[config.mk]
export PLATFORM = sky130hd
export DESIGN_NAME = heading_pid
export DESIGN_NICKNAME = d
export VERILOG_FILES = /design/src/rtl/heading_pid.sv
export SDC_FILE = /design/constraint.sdc
export NUM_CORES = 1
export LEC_CHECK = 0
export ABC_AREA = 1
export CORE_MARGIN = 2
export CORE_UTILIZATION = 40
export DETAILED_ROUTE_END_ITERATION = 8
export PLACE_DENSITY_LB_ADDON = 0.3
export SLEW_MARGIN = 20
export SYNTH_ARGS = -nofsm -noshare
export SYNTH_HDL_FRONTEND = slang
export SYNTH_SLANG_ARGS = --single-unit
[constraint.sdc]
create_clock -name clk -period 4.45 [get_ports clk]
set_clock_uncertainty 0.1 [all_clocks]
set_input_delay 0.89 -clock clk [delete_from_list [all_inputs] [get_ports clk]]
set_output_delay 0.89 -clock clk [all_outputs]
set_load 0.01 [all_outputs]
[src/rtl/heading_pid.sv]
// heading_pid - heading-hold PID controller for a differential-drive robot.
//
// Two-stage pipeline:
//   stage 1 (edge after hdng_vld): saturated heading error, at_hdng flag,
//            integrator update, optional derivative difference.
//   stage 2 (one edge later): PID sum, motor speed mix with saturation,
//            out_vld pulse.
//
// Ports
//   clk        system clock, rising edge
//   rst        synchronous active-high reset
//   moving     robot moving; low clears integrator / derivative history
//   hdng_vld   one-cycle pulse, new heading sample
//   heading    12-bit signed current heading
//   dsrd_hdng  12-bit signed desired heading
//   frwrd_spd  11-bit unsigned base forward speed
//   lft_spd    12-bit signed left motor command (registered)
//   rght_spd   12-bit signed right motor command (registered)
//   at_hdng    registered, |err_sat| < 30
//   out_vld    one-cycle pulse, speeds just updated
//
// Build option
//   HEADING_PID_DTERM_EN  when defined, adds the derivative term
//                         (prev_err history register, D = sat8(err - prev)*4).
//                         When undefined, D_term is zero and no history is kept.

module heading_pid (
    input  logic        clk,
    input  logic        rst,
    input  logic        moving,
    input  logic        hdng_vld,
    input  logic [11:0] heading,
    input  logic [11:0] dsrd_hdng,
    input  logic [10:0] frwrd_spd,
    output logic [11:0] lft_spd,
    output logic [11:0] rght_spd,
    output logic        at_hdng,
    output logic        out_vld
);

    // ---------------- stage 1 combinational ----------------
    logic signed [12:0] err_raw;
    logic signed [9:0]  err_nxt;
    logic               at_nxt;
    logic signed [16:0] integ_sum;
    logic signed [15:0] integ_nxt;

    // ---------------- stage 1 registers ----------------
    logic               vld1;
    logic               mov1;
    logic signed [9:0]  err_sat;
    logic signed [15:0] integ;

    always_comb begin
        err_raw = $signed({heading[11], heading}) - $signed({dsrd_hdng[11], dsrd_hdng});
        if (err_raw > 13'sd511)
            err_nxt = 10'sd511;
        else if (err_raw < -13'sd512)
            err_nxt = -10'sd512;
        else
            err_nxt = err_raw[9:0];

        at_nxt = (err_nxt > -10'sd30) && (err_nxt < 10'sd30);

        integ_sum = $signed({integ[15], integ}) + $signed({{7{err_nxt[9]}}, err_nxt});
        if (integ_sum > 17'sd32767)
            integ_nxt = 16'sh7FFF;
        else if (integ_sum < -17'sd32768)
            integ_nxt = 16'sh8000;
        else
            integ_nxt = integ_sum[15:0];
    end

    always_ff @(posedge clk) begin
        if (rst) begin
            vld1    <= 1'b0;
            mov1    <= 1'b0;
            err_sat <= '0;
            at_hdng <= 1'b0;
            integ   <= '0;
        end else begin
            vld1 <= hdng_vld;
            if (hdng_vld) begin
                // moving travels with the sample so an in-flight sample
                // taken while moving keeps its command even if moving drops.
                mov1    <= moving;
                err_sat <= err_nxt;
                at_hdng <= at_nxt;
            end
            if (!moving)
                integ <= '0;
            else if (hdng_vld)
                integ <= integ_nxt;
        end
    end

    // ---------------- derivative term ----------------
    logic signed [13:0] d_term;

`ifdef HEADING_PID_DTERM_EN
    logic signed [9:0]  prev_err;
    logic signed [10:0] d_raw;
    logic signed [7:0]  d_nxt;
    logic signed [7:0]  d_diff;

    // The difference is formed against prev_err before it is overwritten
    // by the same sample, then carried into stage 2 as d_diff.
    always_comb begin
        d_raw = $signed({err_nxt[9], err_nxt}) - $signed({prev_err[9], prev_err});
        if (d_raw > 11'sd127)
            d_nxt = 8'sd127;
        else if (d_raw < -11'sd128)
            d_nxt = -8'sd128;
        else
            d_nxt = d_raw[7:0];
    end

    always_ff @(posedge clk) begin
        if (rst) begin
            prev_err <= '0;
            d_diff   <= '0;
        end else begin
            if (!moving)
                prev_err <= '0;
            else if (hdng_vld)
                prev_err <= err_nxt;
            if (hdng_vld)
                d_diff <= d_nxt;
        end
    end

    assign d_term = $signed({{4{d_diff[7]}}, d_diff, 2'b00});
`else
    assign d_term = '0;
`endif

    // ---------------- stage 2 ----------------
    logic signed [13:0] e14;
    logic signed [13:0] p_term;
    logic signed [15:0] i_ext;
    logic signed [15:0] pid_sum;
    logic signed [15:0] mix;
    logic signed [15:0] fwd;
    logic signed [15:0] lft_sum;
    logic signed [15:0] rght_sum;

    function automatic logic [11:0] sat12(input logic signed [15:0] v);
        if (v > 16'sd2047)
            return 12'h7FF;
        else if (v < -16'sd2048)
            return 12'h800;
        else
            return v[11:0];
    endfunction

    always_comb begin
        e14      = $signed({{4{err_sat[9]}}, err_sat});
        p_term   = (e14 <<< 2) + e14;
        i_ext    = integ >>> 6;
        pid_sum  = $signed({{2{p_term[13]}}, p_term}) + i_ext
                 + $signed({{2{d_term[13]}}, d_term});
        mix      = pid_sum >>> 3;
        fwd      = $signed({5'b00000, frwrd_spd});
        lft_sum  = fwd + mix;
        rght_sum = fwd - mix;
    end

    always_ff @(posedge clk) begin
        if (rst) begin
            out_vld  <= 1'b0;
            lft_spd  <= '0;
            rght_spd <= '0;
        end else begin
            out_vld <= vld1;
            if (vld1) begin
                lft_spd  <= mov1 ? sat12(lft_sum)  : 12'h000;
                rght_spd <= mov1 ? sat12(rght_sum) : 12'h000;
            end else if (!moving) begin
                lft_spd  <= '0;
                rght_spd <= '0;
            end
        end
    end

endmodule
* Yosys cells after proc, flatten, opt, wreduce, memory -nomap -nowiden
Index checks and enable logic that the tools add are counted.
** Operators by class
- $add $sub $neg :: 6
- $mul :: 0
- Divide/modulo/power cells :: 0
- $lt $le $gt $ge :: 10
- Equality and inequality tests :: 1
- Shift-type cells :: 0
- Mux-type cells :: 13
- Bitwise operators :: 1
- Reduce and logical (&&, ||, !) cells :: 2
** Operators with widths (number)
- 12-bit 2-to-1 mux :: 9
- 16-bit 2-to-1 mux :: 2
- 13-bit by 12-bit greater-than comparator with 1-bit output (second input constant) :: 2
- 13-bit by 12-bit < comparator with 1-bit output (second input constant) :: 2
- 10-bit 2-to-1 mux :: 2
- 16-bit by 10-bit adder with 17-bit output :: 1
- 17-bit by 16-bit greater-than comparator with 1-bit output (second input constant) :: 1
- 17-bit by 16-bit < comparator with 1-bit output (second input constant) :: 1
- 13-bit by 10-bit adder with 14-bit output :: 1
- 12-bit by 10-bit adder with 13-bit output :: 1
- 12-bit by 11-bit adder with 13-bit output :: 1
- 13-bit by 10-bit greater-than comparator with 1-bit output (second input constant) :: 1
- 13-bit by 10-bit < comparator with 1-bit output (second input constant) :: 1
- 12-bit by 11-bit subtractor with 13-bit output :: 1
- 12-bit by 12-bit subtractor with 13-bit output :: 1
- 10-bit by 6-bit greater-than comparator with 1-bit output (second input constant) :: 1
- 10-bit by 6-bit < comparator with 1-bit output (second input constant) :: 1
- 2-bit by 1-bit != test with 1-bit output (second input constant) :: 1
- 2-bit OR reduction :: 1
- 1-bit logical AND :: 1
- 1-bit NOT :: 1
** Storage, ports and cells
- Register bits after elaboration :: 54
- Bits in latches :: 0
- Memory bits (writable) :: 0
- Bits in read-only memories :: 0
- Bits of input ports :: 39
- Output and inout port bits :: 26
- Word-level logic and storage cells :: 41
- Memories kept :: 0

* Longest topological paths before layout
- Word-level depth :: 8
- Gate-level depth with buffers :: 33
- Gate-level depth less buffers :: 33

* Worst setup path before layout
No wires, ideal clock.
- Path type :: input-to-reg
- Start point :: in heading[0]
- End point :: reg integ[5]
- Library setup time :: 70 ps
- Data arrival time :: 4181 ps
- Data required time :: 4280 ps
- Path slack :: 99 ps
- Stages on the path :: 27
- Path buffers :: 1
- Cells stage by stage :: inv_1 > ha_1 > fa_1 > inv_1 > nand3_1 > nand3_2 > nand3_1 > nand3_1 > nand2_1 > nand2_1 > inv_2 > nand2_2 > nand2_1 > nand2_1 > ha_1 > inv_1 > fa_1 > o21ai_2 > a21oi_1 > o21ai_2 > nand4_1 > nand3_1 > nand2_1 > nor2_1 > nor2_4 > buf_6 > a21oi_1
** Between the ends
- Word-level cells in the longest chain between the ends :: 8
- Elaborated cells between the ends (all ways) :: 10
- Those cells by class :: add/sub: 2; order compare: 4; mux: 4
** RTL lines
- from (decl) :: RTL line 32 : input logic [11:0] heading,
- 12-bit by 12-bit subtractor with 13-bit output * :: RTL line 55 : err_raw = $signed({heading[11], heading}) - $signed({dsrd_hdng[11], dsrd_hdng});
- 13-bit by 10-bit < comparator with 1-bit output :: RTL line 58 : else if (err_raw < -13'sd512)
- 10-bit 2-to-1 mux :: RTL line 58
- 10-bit 2-to-1 mux * :: RTL line 56 : if (err_raw > 13'sd511)
- via err_nxt[9] :: RTL line 43 : logic signed [9:0] err_nxt;
- 16-bit by 10-bit adder with 17-bit output * :: RTL line 65 : integ_sum = $signed({integ[15], integ}) + $signed({{7{err_nxt[9]}}, err_nxt});
- 17-bit by 16-bit < comparator with 1-bit output :: RTL line 68 : else if (integ_sum < -17'sd32768)
- 16-bit 2-to-1 mux :: RTL line 68
- 16-bit 2-to-1 mux * :: RTL line 66 : if (integ_sum > 17'sd32767)
- to (signal assigned) :: RTL line 93 : integ <= integ_nxt;
- to (decl) :: RTL line 52 : logic signed [15:0] integ;
The timed path passes the listed nets; every way through them passes the cells marked *.
A chain may end at the register's enable or synchronous reset.

* Worst setup path after layout
- Start point :: in dsrd_hdng[5]
- End point :: reg integ[8]
** Between the ends
- Word-level cells in the longest chain between the ends :: 8
- Elaborated cells between the ends (all ways) :: 10
- Those cells by class :: add/sub: 2; order compare: 4; mux: 4
** RTL lines
- from (decl) :: RTL line 33 : input logic [11:0] dsrd_hdng,
- 12-bit by 12-bit subtractor with 13-bit output * :: RTL line 55
- 13-bit by 10-bit < comparator with 1-bit output :: RTL line 58
- 10-bit 2-to-1 mux :: RTL line 58
- 10-bit 2-to-1 mux * :: RTL line 56
- via err_nxt[0] :: RTL line 43
- 16-bit by 10-bit adder with 17-bit output * :: RTL line 65
- 17-bit by 16-bit < comparator with 1-bit output :: RTL line 68
- 16-bit 2-to-1 mux :: RTL line 68
- 16-bit 2-to-1 mux * :: RTL line 66
Marked as above.

==> metrics.md <==
| Metric | Value |
|---|---|
| Run status | `finished clean` |
| Most common cell after layout, fill and taps aside | `nand2_1` |
| DP Worst Slack | `-446 ps` |
| Crit-path most repeated cell | `nand2_2` |
| Mapped Nets | `996` |
| Antenna viol nets, final | `0` |
| Maximum buffer depth of the clock tree | `2` |
| Total GRT Usage | `0.197` |
| First-pass GRT wire length | `24400 microns` |
| Commonest cells after routing, fill and taps aside | `nand2_1 (220), inv_1 (124), buf_4 (86), nor2_1 (73), a21oi_1 (70)` |
| Length in cells of the worst reg-to-reg path | `31` |
| CTS tree | `built` |
| Via-per-instance ratio | `4.92` |
| Synth top area cells | `dfxtp_1 (19%), nand2_1 (17%), ha_1 (14%), inv_1 (8.7%), a21oi_1 (7.4%)` |
| P per Cell Area | `377 nW/um^2` |
| Hold WC Path Type | `reg -> reg` |
| Sequential element share of the synthesized area | `0.190` |
| CTS H-tree lvls | `2` |
| Total power | `approximately 3 mW` |
| CTS Buf Count | `5` |
| Startpoint types | `input port` |
| Final hold vios | `0` |
| Final core occ | `0.571` |
| Fmax achieved | `roughly 230 MHz` |
| Placed instance count | `1183` |
| Die area | `about 15000 sq um` |
| Number of flops mapped to enable cells by yosys | `0` |
| Post-Syn Area | `5680 sq um` |
| VDD IR-drop max | `between 0.15 and 0.2 mV` |
| Final Net Count | `1144` |
| Post-Synthesis Cells | `880` |
| Final setup TNS | `0 ps` |
| Ys flop type | `dfxtp_1` |
| Clock sink total | `54` |
| Starting density of the core | `0.409` |
| WL final | `approximately 16000 microns` |
| Core footprint | `13900 sq um` |
| Initial antenna violation count | `0` |
| Static leakage | `4.03 nW` |
| Worst r2r src | `integ[8]$_SDFFE_PP0P_` |
| Vias in the first global route | `approximately 5400` |
| Fin. max-slew vios | `0` |
| DPL Wire Length | `11800 microns` |
| Hold Path Stages | `2` |
| Post-synthesis async set-or-reset flop share | `0` |
| Yosys warns | `0` |
| Min Tclk post-route | `4400 ps` |
| Relative slew slack | `0.355` |
| Data required, critical path | `4570 ps` |
| Clock slew at reported path FFs | `70 ps` |
| Synth top area share | `0.190` |
| Worst path arrival time | `4530 ps` |
| Area leader, netlist | `dfxtp_1` |
| Drt drc | `0` |
| Crit share post-route | `0.990` |
| N_diodes | `0` |
| Crit Path Category | `in -> reg` |
| Max cap viols | `0` |
| # setup viols final | `0` |
| Non-Filler Instances | `approximately 1200` |
| Port Buffers | `64` |
| Worst hold start | `vld1$_SDFF_PP0_` |
| Hold Buf Count CTS | `0` |
| Vias | `slightly below 6000` |
| Area Growth Syn to Fin | `39.6%` |
| Crit. End Element | `register` |
| Placed cell areas | `7030 sq um` |
| Total congestion overflow | `0` |
| Final setup margin | `45.7 ps` |
| Die width | `roughly 120 microns` |
| Post-layout instance area | `between 7000 and 8000 sq um` |
| Synth Register Bits | `54` |
| RD Place Congestion | `0.904` |
| Die height | `approximately 120 microns` |
| CTS root buf | `clkbuf_16` |
| TritonRoute pass-1 iters | `6` |
| Critical path origin | `dsrd_hdng[5]` |
| Ports | `65` |
| Largest net degree at the start of global routing | `37` |
| FP Rows | `43` |
| DR iter-0 viols | `~260` |
| Slew @ Worst Pin | `just under 1000 ps` |
| Synth cell types | `between 40 and 50` |
| Clk Latency, worst-skew pair | `roughly 300 ps` |
| Worst Path Max Fanout | `7` |
| DR WL/cell | `12.9 microns` |
| Slowest cell on the critical path | `clkdlybuf4s50_1` |
| Synthesized area per cell | `roughly 6.5 sq um` |
| Hold WS | `344 ps` |
| CP peak stage delay | `between 400 and 500 ps` |
| Fraction of layout cells with a size suffix above 1 | `0.236` |
==> registers in the layout, summed over array words and instances, names as in the netlist <==
signal    count
out_vld       1
err_sat      10
at_hdng       1
lft_spd      12
integ        16
rght_spd     12
vld1          1
mov1          1
==> repair_timing <==
| action | 4_1_cts | 5_1_grt |
|---|---|---|
| buffers inserted | 5 | 12 |
| setup endpoints to repair | 26 | 38 |
| pin swaps | 7 | 53 |
| cloned | 0 | 1 |
| resized for setup | 12 | 123 |
==> Yosys cell counts (7+ instances only) <==
library cell    n
fa_1           13
nand4_1         7
clkbuf_1       11
nand2_1       254
inv_1         132
nor3_1          7
nand3_1        38
nand2_2         7
nor2_1         79
a21oi_1        84
dfxtp_1        54
ha_1           64
xnor2_1         8
xor2_1         31
o21ai_0        35
==> path summary, 6_finish.rpt <==
kind / end / slack, ps
hold reg to reg: out_vld$_SDFF_PP0_ / 340
hold / removal: out_vld$_SDFF_PP0_ / 340
setup / recovery: integ[8]$_SDFFE_PP0P_ / 50
setup reg to reg: lft_spd[3]$_SDFFE_PP0P_ / 230
==> final cells by class <==
cell class | instances | area (sq um)
clock inverters | 1 | 8.76
flip-flops and latches | 54 | 1090
clock buffers | 7 | 143
repair buffers | 158 | 1410
inverters | 137 | 517
fillers | 1332 | 5950
well taps | 180 | 225
multi-input cells | 672 | 4540
==> logic make-up (layout without fill, tap and decap cells) <==
kind of cell             after synthesis  count (layout)  synth area share
AND/OR/NAND/NOR                      405             405             0.300
buffers and inverters                154             303             0.107
AO/OA/AOI/OAI                        151             151             0.156
adder cells (fa/ha/maj)               77              77             0.187
flip-flops                            54              54             0.190
XOR/XNOR                              39              39            0.0602
==> critical path, delay by kind of cell <==
| family | cells | cell delay (ps) |
|---|---|---|
| and+or+nand+nor | 16 | 1410 |
| buffers and inverters | 5 | 830 |
| AOI/OAI and AO/OA | 4 | 560 |
| adders and majority gates | 3 | 850 |
==> routing by layer <==
layer  GRT usage  part of all wire
met1       0.255              0.45
met2       0.347              0.50
met3      0.0249             0.031
met4      0.0426             0.014
met5           0                 0
==> power breakdown <==
group          internal [mW]  switching, mW
Combinational          0.854           1.17
Clock                  0.227          0.187
Sequential             0.519         0.0368
(Power assumes the default switching activity.)
